File: src/rtl/mvau_weight_fetch.sv
// mvau_weight_fetch: weight-memory sweep sequencer with a 2-entry output FIFO.
// Optional `MVAU_WFETCH_PASS_CNT_EN adds a saturating pass_cnt output.
module mvau_weight_fetch #(
    parameter int SIMD         = 2,
    parameter int TW           = 1,
    parameter int WMEM_DEPTH   = 4,
    parameter int WMEM_ADDR_BW = 4,
    parameter int REP_BW       = 16
) (
    input  logic                    aclk,
    input  logic                    rst,
    input  logic                    start,
    input  logic [REP_BW-1:0]       num_reps,
    output logic [WMEM_ADDR_BW-1:0] wmem_addr,
    input  logic [SIMD*TW-1:0]      wmem_out,
    output logic [SIMD*TW-1:0]      out_wgt,
    output logic                    out_v,
    input  logic                    out_rdy,
    output logic                    out_last,
    output logic                    busy,
    output logic                    done
`ifdef MVAU_WFETCH_PASS_CNT_EN
    ,
    output logic [REP_BW-1:0]       pass_cnt
`endif
);

    localparam int W = SIMD * TW;
    localparam logic [WMEM_ADDR_BW-1:0] ADDR_LAST =
        WMEM_ADDR_BW'(WMEM_DEPTH - 1);

    typedef enum logic [1:0] {IDLE, RUN, DRAIN} state_t;

    state_t            state;
    logic [REP_BW-1:0] rep;
    logic [REP_BW-1:0] reps_m1;
    logic              pend;
    logic              pend_last;

    logic [W-1:0]      fifo_d [2];
    logic              fifo_l [2];
    logic              rd_ptr;
    logic              wr_ptr;
    logic [1:0]        fifo_cnt;

    logic              pop;
    logic              push;
    logic              issue;
    logic              accept;
    logic              addr_end;
    logic              rep_end;
    logic [2:0]        occ;

    assign out_v    = (fifo_cnt != 2'd0);
    assign out_wgt  = fifo_d[rd_ptr];
    assign out_last = out_v && fifo_l[rd_ptr];
    assign pop      = out_v && out_rdy;
    assign push     = pend;
    assign addr_end = (wmem_addr == ADDR_LAST);
    assign rep_end  = (rep == reps_m1);
    assign accept   = (state == IDLE) && start && (num_reps != '0);

    // Words held plus the one in flight must leave room after this cycle's pop.
    assign occ   = {1'b0, fifo_cnt} + {2'b00, pend} - {2'b00, pop};
    assign issue = (state == RUN) && (occ < 3'd2);

    always_ff @(posedge aclk) begin
        if (rst) begin
            state     <= IDLE;
            wmem_addr <= '0;
            rep       <= '0;
            reps_m1   <= '0;
            pend      <= 1'b0;
            pend_last <= 1'b0;
            busy      <= 1'b0;
            done      <= 1'b0;
        end else begin
            done <= 1'b0;
            pend <= issue;
            if (issue)
                pend_last <= addr_end;
            case (state)
                IDLE: begin
                    if (start) begin
                        if (num_reps != '0) begin
                            state     <= RUN;
                            reps_m1   <= num_reps - REP_BW'(1);
                            wmem_addr <= '0;
                            rep       <= '0;
                            busy      <= 1'b1;
                        end else begin
                            done <= 1'b1;
                        end
                    end
                end
                RUN: begin
                    if (issue) begin
                        if (addr_end) begin
                            wmem_addr <= '0;
                            if (rep_end)
                                state <= DRAIN;
                            else
                                rep <= rep + REP_BW'(1);
                        end else begin
                            wmem_addr <= wmem_addr + WMEM_ADDR_BW'(1);
                        end
                    end
                end
                DRAIN: begin
                    if (fifo_cnt == 2'd0 && !pend) begin
                        state <= IDLE;
                        busy  <= 1'b0;
                        done  <= 1'b1;
                    end
                end
                default: state <= IDLE;
            endcase
        end
    end

    always_ff @(posedge aclk) begin
        if (rst) begin
            fifo_cnt  <= 2'd0;
            rd_ptr    <= 1'b0;
            wr_ptr    <= 1'b0;
            fifo_d[0] <= '0;
            fifo_d[1] <= '0;
            fifo_l[0] <= 1'b0;
            fifo_l[1] <= 1'b0;
        end else begin
            if (push) begin
                fifo_d[wr_ptr] <= wmem_out;
                fifo_l[wr_ptr] <= pend_last;
                wr_ptr         <= ~wr_ptr;
            end
            if (pop)
                rd_ptr <= ~rd_ptr;
            case ({push, pop})
                2'b10:   fifo_cnt <= fifo_cnt + 2'd1;
                2'b01:   fifo_cnt <= fifo_cnt - 2'd1;
                default: fifo_cnt <= fifo_cnt;
            endcase
        end
    end

`ifdef MVAU_WFETCH_PASS_CNT_EN
    always_ff @(posedge aclk) begin
        if (rst)
            pass_cnt <= '0;
        else if (accept)
            pass_cnt <= '0;
        else if (pop && out_last && pass_cnt != '1)
            pass_cnt <= pass_cnt + REP_BW'(1);
    end
`endif

endmodule

File: config.mk
export PLATFORM = sky130hd
export DESIGN_NAME = mvau_weight_fetch
export DESIGN_NICKNAME = d
export VERILOG_FILES = /design/src/rtl/mvau_weight_fetch.sv
export SDC_FILE = /design/constraint.sdc
export NUM_CORES = 1
export LEC_CHECK = 0
export ABC_AREA = 1
export CAP_MARGIN = 10
export CORE_MARGIN = 3
export CORE_UTILIZATION = 57
export CTS_BUF_LIST = sky130_fd_sc_hd__clkbuf_4 sky130_fd_sc_hd__clkbuf_8 sky130_fd_sc_hd__clkbuf_16
export CTS_CLUSTER_SIZE = 24
export DETAILED_ROUTE_END_ITERATION = 10
export PLACE_DENSITY = 0.92
export SKIP_CTS_REPAIR_TIMING = 1
export SLEW_MARGIN = 20
export SYNTH_ARGS = -nofsm -noshare
export SYNTH_HDL_FRONTEND = slang
export SYNTH_SLANG_ARGS = --single-unit
File: constraint.sdc
create_clock -name aclk -period 3.4 [get_ports aclk]
set_clock_uncertainty 0.05 [all_clocks]
set_input_delay 0.51 -clock aclk [delete_from_list [all_inputs] [get_ports aclk]]
set_output_delay 0.51 -clock aclk [all_outputs]
set_load 0.1 [all_outputs]
==> results of run 1 <==
-- final timing paths --
kind	end	cells after the start	start
setup / recovery	rep[1]$_SDFFE_PP0P_	14	fifo_cnt[1]$_SDFFE_PP0P_
hold / removal	busy$_SDFFE_PP0P_	2	busy$_SDFFE_PP0P_
setup reg to reg	rep[1]$_SDFFE_PP0P_	14	fifo_cnt[1]$_SDFFE_PP0P_
hold reg to reg	busy$_SDFFE_PP0P_	2	busy$_SDFFE_PP0P_
-- Yosys cell counts, types with 2 or more instances --
cell	number
buf_1	3
nand3_2	2
edfxtp_1	6
ha_1	6
nor2_1	79
nand4_1	5
nand3_1	36
nor3b_1	2
nand2_1	138
a21oi_1	38
nor2_8	2
buf_6	2
xnor2_1	5
o21ai_1	2
clkbuf_1	4
inv_1	47
dfxtp_1	47
clkinv_1	2
buf_2	4
nand2_4	2
o21ai_0	26
xor2_1	9
inv_2	10
a211oi_1	2
nor2_2	3
nor3_1	8
-- placed cells by master, fill, tap and decap left out, types with 2 or more instances in the layout --
cell,count
a21oi_1,38
nand4_1,5
nand3_1,36
clkinv_1,2
inv_1,47
nor2_2,3
xor2_1,9
o21ai_1,2
nor2_1,79
nand3_2,2
nor2_8,2
buf_4,7
o21ai_0,26
nor3b_1,2
nand2_1,138
ha_1,6
a211oi_1,2
clkdlybuf4s50_1,27
xnor2_1,5
clkbuf_8,5
nand2_4,2
edfxtp_1,6
dfxtp_1,47
nor3_1,8
inv_2,10
-- power breakdown --
part / internal [mW] / total [mW] / switching [mW]
clock: 0.229 / 0.435 / 0.206
combinational: 0.348 / 1.20 / 0.847
sequential: 0.764 / 0.872 / 0.108
total: 1.34 / 2.50 / 1.16
-- metrics by stage --
| step | std cells | worst slack, ns | area [sq um] | utilization, % | hold slack [ns] |
|---|---|---|---|---|---|
| 2_1_floorplan | 500 | 0.0222 | 3240 | - | 0.376 |
| 3_3_place_gp | 591 | 0.184 | 3580 | 67.5 | 0.390 |
| 3_5_place_dp | 591 | 0.0952 | 3580 | 67.5 | 0.401 |
| 4_1_cts | 599 | 0.384 | 3690 | 69.7 | 0.414 |
| 5_1_grt | 599 | 0.0715 | 3690 | 69.7 | 0.428 |
| 6_report | 599 | 0.366 | 3690 | 69.7 | 0.417 |
-- area by class of cell --
| class | count | area [sq um] | area share [%] |
|---|---|---|---|
| Sequential cell | 53 | 1120 | 30.4 |
| Clock inverter | 2 | 38.8 | 1.05 |
| Tap cell | 70 | 87.6 | 2.37 |
| Timing Repair Buffer | 34 | 323 | 8.74 |
| Clock buffer | 6 | 76.3 | 2.07 |
| Inverter | 59 | 221 | 6.00 |
| Multi-Input combinational cell | 375 | 1830 | 49.4 |
-- routing by layer --
layer,up-vias,track usage [%]
met3,23,3.22
met2,120,40.2
met1,1427,30.7
li1,1651,-
met4,0,11.8
met5,-,0
-- flip-flops by register name, summed over array words and instances, names as in the netlist, named ones only --
register and cells:
rep 16, reps_m1 16, fifo_d 4, wmem_addr 4, fifo_cnt 2, fifo_l 2, state 2, busy 1
done 1, pend 1, pend_last 1, rd_ptr 1, wr_ptr 1
-- logic make-up after synthesis --
kind of cell / after synthesis / synth area share [%]
flops: 53 / 34.6
fa+ha+maj: 7 / 2.94
xor+xnor: 14 / 3.79
simple gates: 284 / 38.5
buf+inv: 72 / 8.97
compound gates: 70 / 11.1
-- critical path: stages (launching register included) --
cell and delay [ns]:
dfxtp_1 0.39, inv_1 0.10, nand2_1 0.19, nand2_1 0.07
inv_1 0.13, ha_1 0.24, or2_2 0.30, fa_1 0.55
nand4_4 0.13, nand2_2 0.10, nand2_4 0.10, nor2_8 0.22
nand2_4 0.17, nand3_1 0.11, o21ai_1 0.06
==> impl_metrics.yaml, run 1 <==
timing:
  setup_tns_ns: 0
  finalHoldViolations: 0
  finalMaxSlewViolations: 0
  fmax_ghz: 0.330
  rsz0062_at_grt: "false"
  setup_violations: 0
  slew_headroom_pct: 33.8
  worst_pin_slew_ns: 0.991
  fin_crit_ns: 3.03
  fin_crit_sh_pct: 89.2
logic_synthesis:
  syn-instance-count: 500
  ys_async_sr_fraction_pct: 0
  synth_area_per_cell_sq_um: 6.47
  syn-cell-area_sq_um: 3240
  synth_ff_type: "dfxtp_1"
  synth_edf_count: 6
  synth_top_area_cell: "dfxtp_1"
  synth_nets: 529
  ys_top_cells_by_area: "dfxtp_1 29%, nand2_1 16%, nor2_1 9.2%"
  synth_cell_types: 36
  synth-seq-area-share_pct: 34.6
  ys_ff_latch: 53
  yosysWarnings: 0
  synth_top_area_share_pct: 29.1
die:
  die_h_microns: 81.4
  die_x_microns: 81.4
  dieArea_sq_um: 6620
  core_area_sq_um: 5300
  rows: 26
  io_pins: 32
  initial_utilization_pct: 61.0
clocking:
  clkTransAtPathRegs_ns: 0.10
  cts_buffers: 5
  tritoncts: "done"
  htreeDepth: 2
  cts_buffer_depth: 2
  clock_sinks: 53
  root_buffer: "clkbuf_8"
  clock_latency_ns: 0.31
routing:
  vias_per_cell: 5.38
  highest-signal-layer: "met4"
  drc_errors: 0
  detail-route-antenna-nets: 0
  wl_met3_microns: 440
  drt_iter0_markers: 301
  wire_per_inst_microns: 12.3
  vias: 3221
  wl_met1_microns: 3190
  drt-pass1-iter-count: 7
  routed_wirelength_microns: 7350
  met2_length_microns: 3500
setup_path:
  startpoint_type: "register"
  critical_path_required_ns: 3.55
  cp_max_fo: 17
  crit_arrival_ns: 3.19
  end_kind: "register"
  path_class: "reg2reg"
  rrSetupSlack_ns: 0.37
global_route:
  first_global_vias: 3018
  grt_max_degree: 21
  grt_pass1_wl_microns: 12800
  overflow: 0
  antenna_found_initial: 0
  track_usage_pct: 24.2
job:
  maxCapViolations: 0
layout:
  antennaDiodeCount: 0
  drive_gt1_share_pct: 7.18
  fin_nets: 557
  syn2layout_area_growth_pct: 14.1
  fillers: 438
pwr:
  vdd_ir_drop_max_v: 0.000495
  p_leak_nw: 1.49
  powerDensity_nw_per_um2: 678
  p_total_mw: 2.50
hold_path:
  hold_class: "reg2reg"
placed_design:
  dpl.hpwl_microns: 5560
  port_buffers: 31
  gp_congestion: 0.848
outcome:
  status: "finished, final reports clean"
(Power assumes the default switching activity.)
==> inputs of run 2 (changes only) <==
- CORE_UTILIZATION: 57 -> 55
- CTS_BUF_LIST: sky130_fd_sc_hd__clkbuf_4 sky130_fd_sc_hd__clkbuf_8 sky130_fd_sc_hd__clkbuf_16 -> sky130_fd_sc_hd__clkbuf_4
- PLACE_DENSITY: 0.92 -> 0.89
- SKIP_CTS_REPAIR_TIMING: 1 -> not set
==> run 2 against run 1 <==
Net effect:
- die area rose by 3.4%
- maximum frequency rose by 0.19%
- combinational power is essentially flat
- register-to-register slack barely moved
==> impl_metrics.yaml, run 2 (synthesis gave the netlist of run 1 again) <==
outcome:
  status: "finished, final reports clean"
global_route:
  antenna_found_initial: 0
  overflow: 0
  first_global_vias: 2662
  track_usage_pct: 21.6
  grt_pass1_wl_microns: 11500
  grt_max_degree: 21
pwr:
  combPwrFrac_pct: 49.2
  internal-power_mw: 1.27
  powerDensity_nw_per_um2: 657
  p_sw_share_pct: 47.0
  power_frac_seq_pct: 36.1
  pwr-share-clk_pct: 14.7
  p_sw_mw: 1.13
  vdd_ir_drop_max_v: 0.000551
  p_leak_nw: 1.48
die:
  io_pins: 32
  die_x_microns: 82.7
  rows: 27
  die_h_microns: 82.7
  initial_utilization_pct: 57.7
  core_area_sq_um: 5610
  dieArea_sq_um: 6840
routing:
  drt-pass1-iter-count: 6
  vias: 3185
  wire_per_inst_microns: 11.8
  routed_wirelength_microns: 7100
  drt_iter0_markers: 277
  vias_per_cell: 5.30
  drc_errors: 0
  detail-route-antenna-nets: 0
clocking:
  cts_hold_buf: 0
  cts_buffer_depth: 2
  clock_latency_ns: 0.37
  tritoncts: "done"
  root_buffer: "clkbuf_4"
  clock_sinks: 53
  clkTransAtPathRegs_ns: 0.14
  cts_resized: 0
  htreeDepth: 2
  cts_setup_buffers: 0
  cts_buffers: 5
layout:
  syn2layout_area_growth_pct: 13.1
  fillers: 520
  final_common_cell: "nand2_1"
  fin_nets: 557
  final_cell_mix: "138 x nand2_1, 79 x nor2_1, 47 x inv_1, 47 x dfxtp_1, 38 x a21oi_1"
  reg.largest.list: "rep (16), reps_m1 (16)"
  drive_gt1_share_pct: 6.99
  antennaDiodeCount: 0
timing:
  finalMaxSlewViolations: 0
  finalHoldViolations: 0
  setup_tns_ns: 0
  fmax_ghz: 0.330
  fin_crit_ns: 3.03
  setup_violations: 0
  rsz0062_at_grt: "false"
  setup_slack_ns: 0.372
  slew_headroom_pct: 33.7
  worst_pin_slew_ns: 0.991
  fin_crit_sh_pct: 89.1
setup_path:
  reg2regPathDepth: 14
  critPathMaxStageDelay_ns: 0.55
  crit_buf_inv: 2
  cp_max_fo: 17
  startpoint_type: "register"
  rrSetupSlack_ns: 0.37
  path_cells: "inv_1 > nand2_1 > nand2_1 > inv_1 > ha_1 > or2_2 > fa_1 > nand4_4 > nand2_2 > nand2_4 > nor2_8 > nand2_4 > nor2_1 > nor2_1"
  crit_family: "simple AND/OR/NAND/NOR gates"
  reg2reg_to: "rep[0]$_SDFFE_PP0P_"
  critical_path_required_ns: 3.64
  crit_arrival_ns: 3.27
  path_class: "reg2reg"
  end_kind: "register"
  r2r-start: "fifo_cnt[1]$_SDFFE_PP0P_"
  slowest_stage: "fa_1"
hold_path:
  hold_class: "reg2reg"
  hp-start: "busy$_SDFFE_PP0P_"
  min_to: "busy$_SDFFE_PP0P_"
  holdPathStages: 2
placed_design:
  port_buffers: 31
  dpl_worst_slack_ns: 0.102
  dpl.hpwl_microns: 5520
  gp_congestion: 0.900
job:
  maxCapViolations: 0
## run 2: final cells by class
class	instances	area [sq um]	area share, %
clock buffer	6	45.0	1.23
inverter	59	221	6.05
tap	72	90.1	2.46
timing repair buffer	34	323	8.82
clock inverter	2	33.8	0.923
sequential	53	1120	30.6
multi-input combinational	375	1830	49.9
## run 2: through the flow
stage | instance area, sq um | hold WS (ns) | total power [mW] | util [%] | cells
3_5_place_dp | 3580 | 0.397 | 2.05 | 63.9 | 593
4_1_cts | 3660 | 0.418 | 2.40 | 65.3 | 601
5_1_grt | 3660 | 0.437 | 2.58 | 65.3 | 601
3_3_place_gp | 3580 | 0.390 | 2.02 | 63.9 | 593
6_report | 3660 | 0.417 | 2.40 | 65.3 | 601
2_1_floorplan | 3240 | 0.376 | 1.85 | - | 500
## run 2: routing by layer
metal | GRT usage [%] | up-vias | part of all wire, %
met1 | 28.8 | 1382 | 46
met4 | 6.86 | 0 | 2.2
li1 | - | 1661 | -
met3 | 3.25 | 19 | 6.3
met5 | 0 | - | 0
met2 | 36.0 | 123 | 46
## run 2: worst max path at each step
stage | start | end | slack [ns] | cells past startpoint
after floorplan | fifo_cnt[1]$_SDFFE_PP0P_ | rep[0]$_SDFFE_PP0P_ | 0.02 | 15
after global placement | out_rdy | rep[0]$_SDFFE_PP0P_ | 0.17 | 13
after detailed placement | out_rdy | rep[0]$_SDFFE_PP0P_ | 0.10 | 13
after CTS | fifo_cnt[1]$_SDFFE_PP0P_ | rep[2]$_SDFFE_PP0P_ | 0.38 | 15
after global routing | fifo_cnt[1]$_SDFFE_PP0P_ | rep[2]$_SDFFE_PP0P_ | 0.18 | 15
final | fifo_cnt[1]$_SDFFE_PP0P_ | rep[0]$_SDFFE_PP0P_ | 0.37 | 14
## run 2: worst register-to-register path: stages, from the launching register on
cell and delay [ns]:
dfxtp_1 0.42, inv_1 0.11, nand2_1 0.17, nand2_1 0.08, inv_1 0.13, ha_1 0.24
or2_2 0.30, fa_1 0.55, nand4_4 0.13, nand2_2 0.10, nand2_4 0.10, nor2_8 0.22
nand2_4 0.17, nor2_1 0.13, nor2_1 0.05
## run 2: power by group through the flow
stage               Clock (mW)  Combinational, mW  Sequential [mW]
detailed placement           0               1.17            0.880
global route             0.382               1.32            0.882
finish                   0.354               1.18            0.867
floorplan                    0              0.922            0.929
CTS                      0.356               1.18            0.866
global placement             0               1.14            0.874
